**src/rtl/wb_arbiter2.sv**
```systemverilog
// wb_arbiter2: two-master to one-slave pipelined Wishbone arbiter with outstanding-transaction limit.
// Ports: clk/rst_n (async active-low); m0_*/m1_* master-side Wishbone (cyc, stb, we, adr, sel,
// dat_o in; stall, ack, err, dat_i out); s_* slave-side Wishbone (cyc, stb, we, adr, sel, dat_o out;
// stall, ack, err, dat_i in). m0 wins the first tie after reset; grants last a whole CYC span.
module wb_arbiter2 #(
    parameter int PENDING = 16,
    parameter int AW      = 32,
    parameter int DW      = 32
) (
    input  logic            clk,
    input  logic            rst_n,
    input  logic            m0_cyc,
    input  logic            m0_stb,
    input  logic            m0_we,
    input  logic [AW-1:0]   m0_adr,
    input  logic [DW/8-1:0] m0_sel,
    input  logic [DW-1:0]   m0_dat_o,
    output logic            m0_stall,
    output logic            m0_ack,
    output logic            m0_err,
    output logic [DW-1:0]   m0_dat_i,
    input  logic            m1_cyc,
    input  logic            m1_stb,
    input  logic            m1_we,
    input  logic [AW-1:0]   m1_adr,
    input  logic [DW/8-1:0] m1_sel,
    input  logic [DW-1:0]   m1_dat_o,
    output logic            m1_stall,
    output logic            m1_ack,
    output logic            m1_err,
    output logic [DW-1:0]   m1_dat_i,
    output logic            s_cyc,
    output logic            s_stb,
    output logic            s_we,
    output logic [AW-1:0]   s_adr,
    output logic [DW/8-1:0] s_sel,
    output logic [DW-1:0]   s_dat_o,
    input  logic            s_stall,
    input  logic            s_ack,
    input  logic            s_err,
    input  logic [DW-1:0]   s_dat_i
);
    localparam int CW = $clog2(PENDING) + 1;
    typedef enum logic [1:0] {IDLE, OWN0, OWN1} owner_t;
    owner_t          owner_q;
    logic            last_q;
    logic [CW-1:0]   cnt_q, cnt_d;
    logic            own0, own1, full, accept, done;
    assign own0   = (owner_q == OWN0);
    assign own1   = (owner_q == OWN1);
    assign full   = (cnt_q == CW'(PENDING));
    assign s_cyc  = own0 ? m0_cyc : (own1 & m1_cyc);
    assign s_stb  = ~full & (own0 ? m0_stb : (own1 & m1_stb));
    assign s_we   = own1 ? m1_we    : m0_we;
    assign s_adr  = own1 ? m1_adr   : m0_adr;
    assign s_sel  = own1 ? m1_sel   : m0_sel;
    assign s_dat_o = own1 ? m1_dat_o : m0_dat_o;
    assign m0_stall = ~own0 | s_stall | full;
    assign m1_stall = ~own1 | s_stall | full;
    assign m0_ack = own0 & s_ack & s_cyc;
    assign m1_ack = own1 & s_ack & s_cyc;
    assign m0_err = own0 & s_err & s_cyc;
    assign m1_err = own1 & s_err & s_cyc;
    assign m0_dat_i = s_dat_i;
    assign m1_dat_i = s_dat_i;
    assign accept = s_stb & ~s_stall;
    assign done   = s_ack | s_err;
    // Dropping CYC abandons any responses still in flight, so the count restarts from zero.
    assign cnt_d = !s_cyc ? '0 :
                   (accept && !done) ? cnt_q + 1'b1 :
                   (done && !accept && cnt_q != '0) ? cnt_q - 1'b1 : cnt_q;
    always_ff @(posedge clk or negedge rst_n) begin
        if (!rst_n) begin
            owner_q <= IDLE;
            last_q  <= 1'b1;
            cnt_q   <= '0;
        end else begin
            cnt_q <= cnt_d;
            case (owner_q)
                // On a tie the master that was not granted last wins.
                IDLE: if (m0_cyc && (!m1_cyc || last_q)) owner_q <= OWN0;
                      else if (m1_cyc) owner_q <= OWN1;
                OWN0: if (!m0_cyc) begin
                          last_q  <= 1'b0;
                          owner_q <= m1_cyc ? OWN1 : IDLE;
                      end
                OWN1: if (!m1_cyc) begin
                          last_q  <= 1'b1;
                          owner_q <= m0_cyc ? OWN0 : IDLE;
                      end
                default: owner_q <= IDLE;
            endcase
        end
    end
endmodule

```
**config.mk**
```make
export PLATFORM = sky130hd
export DESIGN_NAME = wb_arbiter2
export DESIGN_NICKNAME = d
export VERILOG_FILES = /design/src/rtl/wb_arbiter2.sv
export SDC_FILE = /design/constraint.sdc
export NUM_CORES = 1
export LEC_CHECK = 0
export CAP_MARGIN = 20
export CORE_AREA = 2 2 123 125
export CTS_CLUSTER_DIAMETER = 100
export DETAILED_ROUTE_END_ITERATION = 8
export DIE_AREA = 0 0 125 127
export PLACE_DENSITY = 0.56
export SLEW_MARGIN = 20
export SYNTH_ARGS = -nofsm -noshare
export SYNTH_HDL_FRONTEND = slang
export SYNTH_SLANG_ARGS = --single-unit
```
**constraint.sdc**
```tcl
create_clock -name clk -period 2.9 [get_ports clk]
set_input_delay 0.29 -clock clk [delete_from_list [all_inputs] [get_ports clk]]
set_output_delay 0.29 -clock clk [all_outputs]
set_load 0.005 [all_outputs]
```
==> results.md, run 1 <==
- Post-cts repair resize count: 0
- Crit path required time: 3.06 ns
- Non-filler instance count after layout: 686
- Part of the Yosys area used for sequential elements: 10.33%
- CTS root buf: clkbuf_16
- DPL Wire Length: 7.133 mm
- H-tree Lvls: 1
- Post-route ant nets: 0
- Mapped Cells: 351
- Max Fanout on Critical Path: 8
- Design Area, Final: 0.003995 mm^2
- Crit path launch type: flip-flop
- Worst path max stage delay: 0.50 ns
- Final Hold Viols: 0
- Vias in the first global route: 2744
- Clock skew: 0.002647 ns
- P&R area growth vs syn: 104.8%
- Placed inst area: 0.003916 mm^2
- CP top delay family: simple AND/OR/NAND/NOR gates
- CTS buffer count: 3
- Gpl congestion: 0.7601
- Port bufs: 223
- Largest net degree at the start of global routing: 74
- Clk buf depth: 2
- WP buf/inv: 0
- Status: finished, final reports clean
- Antenna Cells: 0
- Crit path top cell by count: a21oi_1
- DRT Wirelength: 8.480 mm
- Rows: 44
- Worst-skew pair later-pin latency: 0.23 ns
- WL/cell: 12.36 um
- Synth Register Bits: 8
- Slew Limit Headroom: 71.75%
- Critical-path top delay cell: dfrtp_1
- Detailed Route Iter0 Violations: 48
- Worst setup EP type: flip-flop
- Ports: 320
- Worst-path clk slew: 0.04 ns
- Worst-margin pin slew: 0.4238 ns
- Total GRT Usage: 9.914%
- Syn avg cell area: 5.557 um^2
- Maximum vdd drop: 0.1775 mV
- Worst Path Arrival: 2.65 ns
- Warnings, synthesis: 0
- Die Y-Extent: 127 um
- PD cells: 355.2 mW/mm^2
- Core area: 0.01442 mm^2
- Finish-stage setup viols: 0
- # Post-CTS Setup Buffers: 0
- DRC: 0
- First-pass GRT wire length: 13.13 mm
- Fraction of final layout cells sized beyond drive strength 1: 3.586%
- Netlist Area Pre-Place: 0.001951 mm^2
- Worst setup path class: reg -> reg
- Clk sinks: 8
- Starting density of the core: 13.52%
- Placed Instances: 682
- Fmax: 0.4009 GHz
- Crit path time final: 2.494 ns
- Syn_nets: 535
- Final period utilization: 86.01%
- Chip width: 125 um
- Hold Crit Class: in -> async
- Die Area: 0.01588 mm^2
- LEAKAGE: 1.821 nW
- TritonCTS clock tree: built
- Routed vias: 2602
- Cell variety after synth: 37
- Nets: 687
- Initial antenna violation count: 0
- Detailed Routing Iterations Pass 1: 4
- Worst-path cell chain: and2b_2, a22oi_2, nand3b_4, fa_1, a21o_1, a21oi_1, xor2_1, or3_1, a21oi_1
- Max-slew violations: 0
- Vias per inst: 3.793
- Hold buffer count at cts: 0
- Max Cap Viol: 0
- GR Overflow Total: 0
- RSZ-0062 raised after global routing: no
- Setup_tns: 0 ns
[Yosys cell counts (all sizes together)]
cell	instances	area [um^2]
nand2	211	792.0
buf	66	490.5
clkbuf	14	52.55
nor2	8	37.54
dfrtp	7	175.2
a21oi	6	33.78
and3	4	25.02
ha	4	50.05
o21ai	4	20.01
a22oi	2	20.02
inv	2	7.500
mux2i	2	20.02
nor2b	2	20.02
xnor2	2	17.52
xor2	2	17.52
a211oi	1	7.510
a21o	1	7.510
and2	1	6.260
and2b	1	7.510
dfstp	1	26.28
fa	1	20.02
nand2b	1	6.260
nand3	1	5.000
nand3b	1	20.02
nor4	1	21.27
o211a	1	10.01
o211ai	1	12.51
o22a	1	8.760
o22ai	1	6.260
or3	1	6.260
[state kept, by name, indices dropped and copies added, names as in the netlist]
register and cells:
cnt_q 5, last_q 1, owner_q 2
[power breakdown]
group          internal, W  switching (W)  leakage, nW
sequential        0.000135      0.0000311        0.105
combinational     0.000614       0.000401         1.68
clock             0.000183      0.0000553       0.0382
total             0.000932       0.000487         1.82
[logic make-up after synthesis]
kind of cell / after synthesis / share of synthesized area [%]
XOR/XNOR: 4 / 1.796
buffers and inverters: 82 / 28.22
multiplexers: 2 / 1.026
AND/OR/NAND/NOR: 232 / 48.56
adder cells (fa/ha/maj): 5 / 3.592
AO/OA/AOI/OAI: 18 / 6.478
flip-flops: 8 / 10.33
[cells in the final DEF (no fill, tap or decap), types with 3 or more instances in the layout]
master           instances
clkdlybuf4s50_1        223
nand2_1                211
nor2_1                   7
dfrtp_1                  7
a21oi_1                  5
and3_1                   4
ha_1                     4
o21ai_0                  3
clkbuf_16                3
buf_4                    3
[area by class of cell]
| type | instances | area (um^2) |
|---|---|---|
| well taps | 184 | 230.2 |
| clock buffers | 4 | 78.83 |
| repair buffers | 227 | 2275 |
| inverters | 2 | 7.507 |
| multi-input cells | 261 | 1202 |
| fillers | 1578 | 10430 |
| flip-flops and latches | 8 | 201.4 |
[metal layers]
| metal | global-route usage [%] | up-vias | wire length, um |
|---|---|---|---|
| met5 | 0 | - | 0 |
| li1 | - | 1316 | - |
| met3 | 3.559 | 30 | 945 |
| met1 | 10.39 | 1105 | 3065 |
| met2 | 18.29 | 151 | 4218 |
| met4 | 3.595 | 0 | 250 |
[per-stage QoR]
| step | hold WS, ns | power (W) | utilization (%) | setup slack, ns |
|---|---|---|---|---|
| after CTS | 0.3539 | 0.001441 | 27.70 | 0.4143 |
| after detailed placement | 0.5101 | 0.001191 | 27.15 | 0.3492 |
| after floorplan | -0.005591 | 0.0006472 | - | 0.6669 |
| final | 0.3412 | 0.001419 | 27.70 | 0.4057 |
| after global routing | 0.3841 | 0.001545 | 27.70 | 0.2027 |
| after global placement | 0.4920 | 0.001173 | 27.15 | 0.3830 |
[path summary, 6_finish.rpt]
| check | from | end | slack [ns] | cells past startpoint |
|---|---|---|---|---|
| max reg2reg | owner_q[1]$_DFFE_PN0P_ | cnt_q[4]$_DFFE_PN0P_ | 0.41 | 9 |
| max in group asynchronous | rst_n | last_q$_DFFE_PN1P_ | 2.25 | 1 |
| max | owner_q[1]$_DFFE_PN0P_ | cnt_q[4]$_DFFE_PN0P_ | 0.41 | 9 |
| min reg2reg | last_q$_DFFE_PN1P_ | last_q$_DFFE_PN1P_ | 0.52 | 2 |
| min | rst_n | cnt_q[0]$_DFFE_PN0P_ | 0.34 | 1 |
| min in group clk | last_q$_DFFE_PN1P_ | last_q$_DFFE_PN1P_ | 0.52 | 2 |
Note: power is estimated with default switching activity, not from simulation.
==> run 2: changes to the inputs <==
--- a/config.mk
+++ b/config.mk
@@ -5,6 +5,7 @@
 export SDC_FILE = /design/constraint.sdc
 export NUM_CORES = 1
 export LEC_CHECK = 0
+export ABC_CLOCK_PERIOD_IN_PS = 2900
 export CAP_MARGIN = 20
 export CORE_AREA = 2 2 123 125
 export CTS_CLUSTER_DIAMETER = 100
==> results of run 2 <==
The final DEF is identical to that of run 1; final timing and power are the same.
==> run 3: changes to the inputs <==
--- a/config.mk
+++ b/config.mk
@@ -16,3 +16,4 @@
 export SYNTH_ARGS = -nofsm -noshare
 export SYNTH_HDL_FRONTEND = slang
 export SYNTH_SLANG_ARGS = --single-unit
+export TNS_END_PERCENT = 100
==> results of run 3 <==
The final DEF is identical to that of run 1; final timing and power are the same.
